**src/rtl/spi_miso_tx_pkg.sv**
```systemverilog
// Shared constants for the host-link SPI transmit path.
//   SPI_FILL_WORD : word sent when the transmit FIFO is empty at a word load
//   SPI_WORD_BITS : bits per SPI word
//   SMT_*         : transmit state machine encodings
package spi_miso_tx_pkg;

  localparam logic [15:0] SPI_FILL_WORD = 16'hFFFF;
  localparam int unsigned SPI_WORD_BITS = 16;

  localparam logic [1:0] SMT_IDLE  = 2'd0;
  localparam logic [1:0] SMT_LOAD  = 2'd1;
  localparam logic [1:0] SMT_SHIFT = 2'd2;

endpackage

```
**src/rtl/sync_fifo.sv**
```systemverilog
// Synchronous FIFO with first-word-fall-through head.
//   clk, rst_n        : clock, synchronous active-low reset
//   push, push_data   : enqueue (ignored while full)
//   pop               : dequeue the head (ignored while empty)
//   head              : current head word, valid while !empty
//   full, empty, level: occupancy status
module sync_fifo #(
  parameter int unsigned WIDTH = 16,
  parameter int unsigned DEPTH = 16,
  parameter int unsigned AW    = 4
) (
  input  logic             clk,
  input  logic             rst_n,
  input  logic             push,
  input  logic [WIDTH-1:0] push_data,
  input  logic             pop,
  output logic [WIDTH-1:0] head,
  output logic             full,
  output logic             empty,
  output logic [AW:0]      level
);

  logic [WIDTH-1:0] mem [DEPTH];
  logic [AW-1:0]    wr_ptr_q, rd_ptr_q;
  logic [AW:0]      level_q, level_d;
  logic             push_ok, pop_ok;

  assign full    = (level_q == (AW+1)'(DEPTH));
  assign empty   = (level_q == '0);
  assign level   = level_q;
  assign head    = mem[rd_ptr_q];
  assign push_ok = push & ~full;
  assign pop_ok  = pop & ~empty;

  always_comb begin
    level_d = level_q;
    unique case ({push_ok, pop_ok})
      2'b10:   level_d = level_q + (AW+1)'(1);
      2'b01:   level_d = level_q - (AW+1)'(1);
      default: level_d = level_q;
    endcase
  end

  always_ff @(posedge clk) begin
    if (!rst_n) begin
      wr_ptr_q <= '0;
      rd_ptr_q <= '0;
      level_q  <= '0;
    end else begin
      if (push_ok) wr_ptr_q <= wr_ptr_q + AW'(1);
      if (pop_ok)  rd_ptr_q <= rd_ptr_q + AW'(1);
      level_q <= level_d;
    end
  end

  // Storage needs no reset; pointers define what is valid.
  always_ff @(posedge clk) begin
    if (push_ok) mem[wr_ptr_q] <= push_data;
  end

endmodule

```
**src/rtl/spi_miso_tx.sv**
```systemverilog
// Host-link SPI transmit end (mode 0, MSB first).
//   cpu_clk, cpu_rst_n        : sole clock, synchronous active-low reset
//   wr_data, wr_en            : eCPU write port into the transmit FIFO
//   full, level               : FIFO status
//   clr_flags, ovr, udr       : sticky overrun / underrun flags and their clear
//   spi_sclk, spi_cs_n        : asynchronous host bus inputs
//   spi_miso, spi_miso_oe     : serial data and pad output enable
module spi_miso_tx
  import spi_miso_tx_pkg::*;
#(
  parameter int unsigned DEPTH = 16,
  parameter int unsigned AW    = 4
) (
  input  logic          cpu_clk,
  input  logic          cpu_rst_n,
  input  logic [15:0]   wr_data,
  input  logic          wr_en,
  output logic          full,
  output logic [AW:0]   level,
  input  logic          clr_flags,
  output logic          ovr,
  output logic          udr,
  input  logic          spi_sclk,
  input  logic          spi_cs_n,
  output logic          spi_miso,
  output logic          spi_miso_oe
);

  localparam int unsigned BcW = $clog2(SPI_WORD_BITS);

  // [0],[1] synchronize; [2] is the previous synchronized value for edge detect.
  logic [2:0]     sclk_s, cs_s;
  logic           sclk_rise, sclk_fall, cs_start, cs_end;

  logic [1:0]     state_q, state_d;
  logic [15:0]    shreg_q, shreg_d;
  logic [BcW-1:0] bit_cnt_q, bit_cnt_d;
  logic           ovr_q, ovr_d, udr_q, udr_d;

  logic [15:0]    fifo_head;
  logic           fifo_empty, fifo_full;
  logic           load_word, pop;

  assign sclk_rise = sclk_s[1] & ~sclk_s[2];
  assign sclk_fall = ~sclk_s[1] & sclk_s[2];
  assign cs_start  = ~cs_s[1] & cs_s[2];
  assign cs_end    = cs_s[1] & ~cs_s[2];

  // A word is loaded in LOAD, or on the falling edge after the 16th rising edge.
  // A CS deassert in the same cycle wins, so nothing is popped then.
  assign load_word = ~cs_end &
                     ((state_q == SMT_LOAD) |
                      ((state_q == SMT_SHIFT) & sclk_fall & (bit_cnt_q == '0)));
  assign pop       = load_word & ~fifo_empty;

  sync_fifo #(
    .WIDTH (16),
    .DEPTH (DEPTH),
    .AW    (AW)
  ) u_fifo (
    .clk       (cpu_clk),
    .rst_n     (cpu_rst_n),
    .push      (wr_en),
    .push_data (wr_data),
    .pop       (pop),
    .head      (fifo_head),
    .full      (fifo_full),
    .empty     (fifo_empty),
    .level     (level)
  );

  always_comb begin
    state_d   = state_q;
    shreg_d   = shreg_q;
    bit_cnt_d = bit_cnt_q;
    if (cs_end) begin
      state_d   = SMT_IDLE;
      bit_cnt_d = '0;
    end else begin
      unique case (state_q)
        SMT_IDLE: if (cs_start) state_d = SMT_LOAD;
        SMT_LOAD: begin
          state_d   = SMT_SHIFT;
          bit_cnt_d = '0;
        end
        SMT_SHIFT: begin
          if (sclk_rise) bit_cnt_d = bit_cnt_q + BcW'(1);
          if (sclk_fall && bit_cnt_q != '0) shreg_d = {shreg_q[14:0], 1'b0};
        end
        default: state_d = SMT_IDLE;
      endcase
    end
    if (load_word) shreg_d = fifo_empty ? SPI_FILL_WORD : fifo_head;
  end

  // Set beats clear when both happen in the same cycle.
  always_comb begin
    ovr_d = ovr_q;
    udr_d = udr_q;
    if (clr_flags) begin
      ovr_d = 1'b0;
      udr_d = 1'b0;
    end
    if (wr_en & fifo_full)      ovr_d = 1'b1;
    if (load_word & fifo_empty) udr_d = 1'b1;
  end

  always_ff @(posedge cpu_clk) begin
    if (!cpu_rst_n) begin
      sclk_s    <= 3'b000;
      cs_s      <= 3'b111;
      state_q   <= SMT_IDLE;
      shreg_q   <= SPI_FILL_WORD;
      bit_cnt_q <= '0;
      ovr_q     <= 1'b0;
      udr_q     <= 1'b0;
    end else begin
      sclk_s    <= {sclk_s[1:0], spi_sclk};
      cs_s      <= {cs_s[1:0], spi_cs_n};
      state_q   <= state_d;
      shreg_q   <= shreg_d;
      bit_cnt_q <= bit_cnt_d;
      ovr_q     <= ovr_d;
      udr_q     <= udr_d;
    end
  end

  assign full        = fifo_full;
  assign ovr         = ovr_q;
  assign udr         = udr_q;
  assign spi_miso_oe = (state_q != SMT_IDLE);
  assign spi_miso    = (state_q == SMT_IDLE) ? 1'b1 : shreg_q[15];

endmodule

```
**config.mk**
```make
export PLATFORM = sky130hd
export DESIGN_NAME = spi_miso_tx
export DESIGN_NICKNAME = d
export VERILOG_FILES = /design/src/rtl/spi_miso_tx_pkg.sv /design/src/rtl/sync_fifo.sv /design/src/rtl/spi_miso_tx.sv
export SDC_FILE = /design/constraint.sdc
export NUM_CORES = 1
export LEC_CHECK = 0
export CAP_MARGIN = 20
export CORE_MARGIN = 4
export CORE_UTILIZATION = 30
export DETAILED_ROUTE_END_ITERATION = 10
export PLACE_DENSITY = 0.46
export SYNTH_ARGS = -nofsm -noshare
export SYNTH_HDL_FRONTEND = slang
export SYNTH_SLANG_ARGS = --single-unit
```
**constraint.sdc**
```tcl
create_clock -name cpu_clk -period 2.85 [get_ports cpu_clk]
set_input_delay 0.285 -clock cpu_clk [delete_from_list [all_inputs] [get_ports cpu_clk]]
set_output_delay 0.285 -clock cpu_clk [all_outputs]
set_load 0.03 [all_outputs]
```
Yosys cells after proc, flatten, opt, wreduce, memory -nomap -nowiden
Memory sizes are Yosys's and may differ from the RTL's. A register that Yosys moved wholly into a read port is not among the register bits.
Cells that the tools add are included.
{"block": "op_classes", "addsub": 5, "eq_ne": 8, "mux": 18, "bitwise": 22, "n_reduce_logical": 16}
{"cell": "2-to-1 mux 16 bit", "count": 5}
{"cell": "nonzero test 2 bit", "count": 7}
{"cell": "adder 4 x 1 -> 4 bit (second input constant)", "count": 3}
{"cell": "AND 1 bit", "count": 12}
{"cell": "2-to-1 mux 4 bit", "count": 3}
{"cell": "case mux 5 bit (2 select lines)", "count": 1}
{"cell": "NOT 1 bit", "count": 9}
{"cell": "case mux 4 bit (2 select lines)", "count": 1}
{"cell": "2-to-1 mux 1 bit", "count": 6}
{"cell": "case mux 2 bit (3 select lines)", "count": 1}
{"cell": "adder 5 x 1 -> 5 bit (second input constant)", "count": 1}
{"cell": "== test 5 bit (second input constant)", "count": 1}
{"cell": "logical NOT 5 bit", "count": 1}
{"cell": "subtractor 5 x 1 -> 5 bit (second input constant)", "count": 1}
{"cell": "== test 2 x 1 -> 1 bit (second input constant)", "count": 2}
{"cell": "== test 2 bit (second input constant)", "count": 2}
{"cell": "logical NOT 4 bit", "count": 1}
{"cell": "!= test 2 bit (second input constant)", "count": 2}
{"cell": "AND reduction 2 bit", "count": 2}
{"cell": "nonzero test 4 bit", "count": 1}
{"cell": "AND reduction 3 bit", "count": 1}
{"cell": "logical NOT 2 bit", "count": 1}
{"cell": "2-to-1 mux 2 bit", "count": 1}
{"cell": "!= test 2 x 1 -> 1 bit (second input constant)", "count": 1}
{"cell": "3 further kinds", "count": 3}
{"block": "word_totals", "reg_bits": 43, "ram_bits": 256, "word_cells": 80, "mem_count": 1}
{"memory": "u_fifo.mem", "depth": 16, "width": 16, "read_ports": 1, "rd_ports_with_merged_regs": 1, "write_ports": 1, "line_no": "sync_fifo.sv:23", "source": "logic [WIDTH-1:0] mem [DEPTH];"}

Depth between registers and ports, before layout
{"block": "depth", "word_depth": 10, "ltp_mapped": 15, "mapped_depth_nobuf": 12}

Modules after synthesis
A second synthesis with hierarchy kept.
{"block": "unflattened", "cells_unflattened": 639, "hier_area_um2": 12005.3}
{"mod": "sync_fifo", "instances": 1, "cells_each": 475, "area_each_um2": 10603.9, "seq_area_each_um2": 8027.7}
{"mod": "spi_miso_tx", "instances": 1, "cells_each": 164, "area_each_um2": 1401.3, "seq_area_each_um2": 600.6}

Least setup slack after synthesis
OpenSTA, ideal clock, no wires.
{"block": "synth_path", "path_type": "register to register", "from": "register u_fifo.level_q[1] (netlist: u_fifo.level[1])", "to": "register u_fifo.level_q[4] (netlist: u_fifo.level[4])", "arrival_ns": 3.164, "path_slack_ns": -0.384, "path_stages_with_launch": 16, "period_less_slack_ns": 3.234, "path_cell_list": "dfxtp_1 buf_6 or4_4 o21ai_4 nor2_1 buf_2 buf_4 ha_1 clkbuf_1 xor2_1 ha_1 o21ai_0 o41ai_2 xnor2_1 or3_1 a21boi_1"}
{"block": "synth_between", "elab_chain_cells": 6}
{"item": "start, declared", "line_no": "sync_fifo.sv:25", "source": "logic [AW:0] level_q, level_d;"}
{"item": "start signal, assigned", "line_no": "sync_fifo.sv:52", "source": "level_q <= level_d;"}
{"item": "logical NOT 5 bit (*)", "line_no": "sync_fifo.sv:29", "source": "assign empty = (level_q == '0);"}
{"item": "NOT 1 bit (*)", "line_no": "sync_fifo.sv:33, spi_miso_tx.sv:54"}
{"item": "AND 1 bit", "line_no": "spi_miso_tx.sv:54", "source": "assign pop = load_word & ~fifo_empty;"}
{"item": "AND 1 bit (*)", "line_no": "sync_fifo.sv:33", "source": "assign pop_ok = pop & ~empty;"}
{"item": "net u_fifo.pop_ok", "line_no": "sync_fifo.sv:26", "source": "logic push_ok, pop_ok;"}
{"item": "== test 2 x 1 -> 1 bit / == test 2 bit (equally long branches)", "line_no": "sync_fifo.sv:37", "source": "unique case ({push_ok, pop_ok})"}
{"item": "case mux 5 bit (2 select lines) / nonzero test 2 bit (equally long branches)"}
The timed path passes the listed nets; every way through them passes the cells marked *.
A chain may end at the register's enable or synchronous reset.

Worst setup path in the final report
{"block": "layout_path", "from": "register u_fifo.level_q[1] (netlist: u_fifo.level[1])", "to": "register u_fifo.level_q[2] (netlist: u_fifo.level[2])"}
{"block": "layout_between", "elab_chain_cells": 6}
{"item": "logical NOT 5 bit", "line_no": "sync_fifo.sv:29"}
{"item": "NOT 1 bit", "line_no": "sync_fifo.sv:33, spi_miso_tx.sv:54"}
{"item": "AND 1 bit", "line_no": "spi_miso_tx.sv:54"}
{"item": "AND 1 bit", "line_no": "sync_fifo.sv:33"}
{"item": "== test 2 x 1 -> 1 bit / == test 2 bit (equally long branches)", "line_no": "sync_fifo.sv:37"}
{"item": "case mux 5 bit (2 select lines) / nonzero test 2 bit (equally long branches)"}
Parallel ways exist; a longest one is shown, timed or not.

==> out/results.txt <==
Clock transition at the registers of the reported paths: 0.06 ns
I/O pin count: 32
Worst Clk Skew: 0.0151 ns
Gr usage total: 13.3%
Crit start category: flip-flop
Total congestion overflow: 0
Final Util: 36.5%
Final Cycle Share: 95.4%
Avg Vias per Cell: 4.90
Largest net degree at the start of global routing: 35
Antenna violations before repair: 0
Cells after Synth: 691
CTS tree: built
Crit path required time: 3.27 ns
Initial DRT Pass Iterations: 4
Syn Nets: 722
Crit-path slowest cell: or4_4
Most frequent cell after synthesis: edfxtp_1
Tightest Pin Transition: 0.873 ns
I/O Buffers: 31
Die Y: 207 um
Global-route wire length before repair: 43800 um
Die area: 43000 um^2
Yosys warns: 0
Final setup violation count: 0
Vias in the first global route: 6757
Chip Width: 207 um
Post-route insts no fill: 1306
Hold-fix buffers, CTS: 0
Num rows: 72
RSZ-0062 raised after global routing: false
Place WS: 0.142 ns
Total CTS buffers: 34
R2r setup slk: 0.13 ns
Sequential fraction of the synthesis area: 72.4%
Sw Pwr: 1910 uW
Setup Crit Path Kind: flip-flop to flip-flop
Cell Area, Synth: 11900 um^2
Yosys cell types: 48
Antenna fix cells: 0
Worst-Skew Late Latency: 0.51 ns
Tmin final: 2.72 ns
Comb power frac: 3.9%
Cell taking the most area after synthesis: edfxtp_1
Wire per inst: 22.3 um
MaxCap Viol Count: 0
Worst hold path class: input port to flip-flop
Top_reg_cell synth: edfxtp_1
CP Cell Sequence: or4_4, o21ai_4, nor2_2, ha_4, xor2_1, ha_2, inv_2, o41ai_2, xnor2_1, or3_1, a21boi_1
Clock share of power: 43.6%
Leakage: 0.00440 uW
Slew HR: 41.7%
Layout cells sized above 1: 20.6%
Internal: 7430 uW
Synth top area share: 64.5%
CP endpoint kind: flip-flop
Fraction of registers with async set/reset: 0%
Final hold vios: 0
PwrDens: 657 nW/um^2
Critical Path Max Stage Delay: 0.56 ns
Clock Sinks: 303
Most frequent cells after synthesis: edfxtp_1 (256), mux2i_1 (62), dfxtp_1 (47)
Clk Tree Root Cell: clkbuf_16
Via count: 6404
DRC viols: 0
Fmax: 368 MHz
Peak VDD IR: 0.000342 V
H-tree Lvls: 2
CP Max Fanout: 10
Post-route worst setup slack: 0.133 ns
Drt first-iter violations: 370
Post-route ant nets: 0
Syn-to-layout area delta: 19.3%
Fillers: 3667
Ranking of synthesized cells by area: edfxtp_1 (65%), dfxtp_1 (7.9%), mux4_2 (6.6%), mux2i_1 (5.2%), a221oi_1 (2.2%)
Clk buf depth: 3
Post-synth EDFFs: 256
Area occupied by multi-input gates: 3160 um^2
Placed insts: 1247
Nets: 796
DP Wirelength: 17800 um
Sequential cell fraction of total power: 52.4%
Register bit total from synthesis: 303
Core Box Area: 38900 um^2
Sw Ratio: 20.5%
Outcome: complete, no violations
RePlAce Congestion: 0.761
Worst EP arrival: 3.14 ns
Drt total wl: 29100 um
Pins Over Slew Limit: 0
Register area: 8640 um^2
Initial Util: 30.6%
Syn_area_per_cell: 17.2 um^2
==> area by class of cell <==
class,instances,share of cell area (%)
multi-input cells,339,22.2
well taps,518,4.56
clock inverters,12,0.598
repair buffers,77,4.88
flip-flops and latches,303,60.8
inverters,10,0.264
clock buffers,47,6.69
==> worst paths after layout <==
check	start	end	cells after the start
min reg2reg	cs_s[0]	cs_s[1]	1
max reg2reg	u_fifo.level[1]	u_fifo.level[2]	11
min	spi_cs_n	cs_s[0]	2
max	u_fifo.level[1]	u_fifo.level[2]	11
==> power groups by stage <==
stage          clock (uW)  combinational (uW)  sequential [uW]
2_1_floorplan           0                 199             4990
3_3_place_gp            0                 359             4990
3_5_place_dp            0                 371             4990
4_1_cts              4200                 372             4900
5_1_grt              4410                 401             4900
6_report             4080                 368             4900
==> through the flow <==
step                instance area (um^2)  power, uW  setup TNS, ns  hold WS [ns]
floorplan                          12000       5190         -0.267         0.358
global placement                   13200       5350              0         0.400
detailed placement                 13200       5360              0         0.402
CTS                                14200       9470              0         0.338
global route                       14200       9710              0         0.356
finish                             14200       9350              0         0.357
==> logic make-up after synthesis <==
logic type / count (synthesis) / synth area share (%)
adder cells (fa/ha/maj): 9 / 0.945
buffers and inverters: 49 / 1.88
AO/OA/AOI/OAI: 100 / 6.65
AND/OR/NAND/NOR: 120 / 5.34
flip-flops: 303 / 72.4
XOR/XNOR: 13 / 0.955
multiplexers: 97 / 11.8
==> per-layer routing <==
metal / vias to the layer above / GRT usage, % / routed length [um]
met2: 134 / 22.6 / 14400
met3: 46 / 2.52 / 1180
met1: 3307 / 17.9 / 13000
met5: - / 0 / 0
met4: 0 / 3.15 / 476
li1: 2917 / - / -
==> repair_timing <==
action                                 in CTS  in global routing
setup endpoints to repair                   0                  1
setup buffers                               0                  0
resized for setup                           0                  0
endpoints found under the hold margin       0                  0
==> registers in the layout (all words and copies together), names as in the netlist, named ones only <==
name / cells
shreg_q: 16
u_fifo.level: 5
state_q: 2
u_fifo.rd_ptr_q: 4
cs_s: 3
bit_cnt_q: 4
udr: 1
u_fifo.wr_ptr_q: 4
u_fifo.mem: 256
ovr: 1
sclk_s: 3
==> worst max-delay path, delay by kind of cell, from the launching register on <==
kind	cells	cell delay [ns]
AOI/OAI and AO/OA	3	0.46
xor gates and xnor gates	2	0.29
adders and majority gates	2	0.40
buffers and inverters	1	0.06
DFF	1	0.38
and+or+nand+nor	3	1.04
==> layout by cell type, fill, tap and decap left out, drive strengths merged, types with 2 or more instances in the layout <==
master,synthesis,final
edfxtp,256,256
mux2i,62,62
dfxtp,47,47
clkbuf,23,47
buf,16,46
mux4,35,35
clkdlybuf4s50,0,31
a221oi,30,30
nand2,27,27
nor2,21,21
o21ai,20,20
a22oi,17,17
nand3,16,16
and2,15,15
o221ai,15,15
inv,10,11
xnor2,9,9
ha,9,9
nor3,9,9
clkinv,0,9
nand2b,8,8
nor2b,7,7
a21oi,6,6
xor2,4,4
a21boi,3,3
nand4,3,3
o21a,2,2
o41ai,2,2
or3,2,2
and4bb,2,2
a31oi,2,2
or4,2,2
No activity file was read; power rests on OpenSTA's default activity.
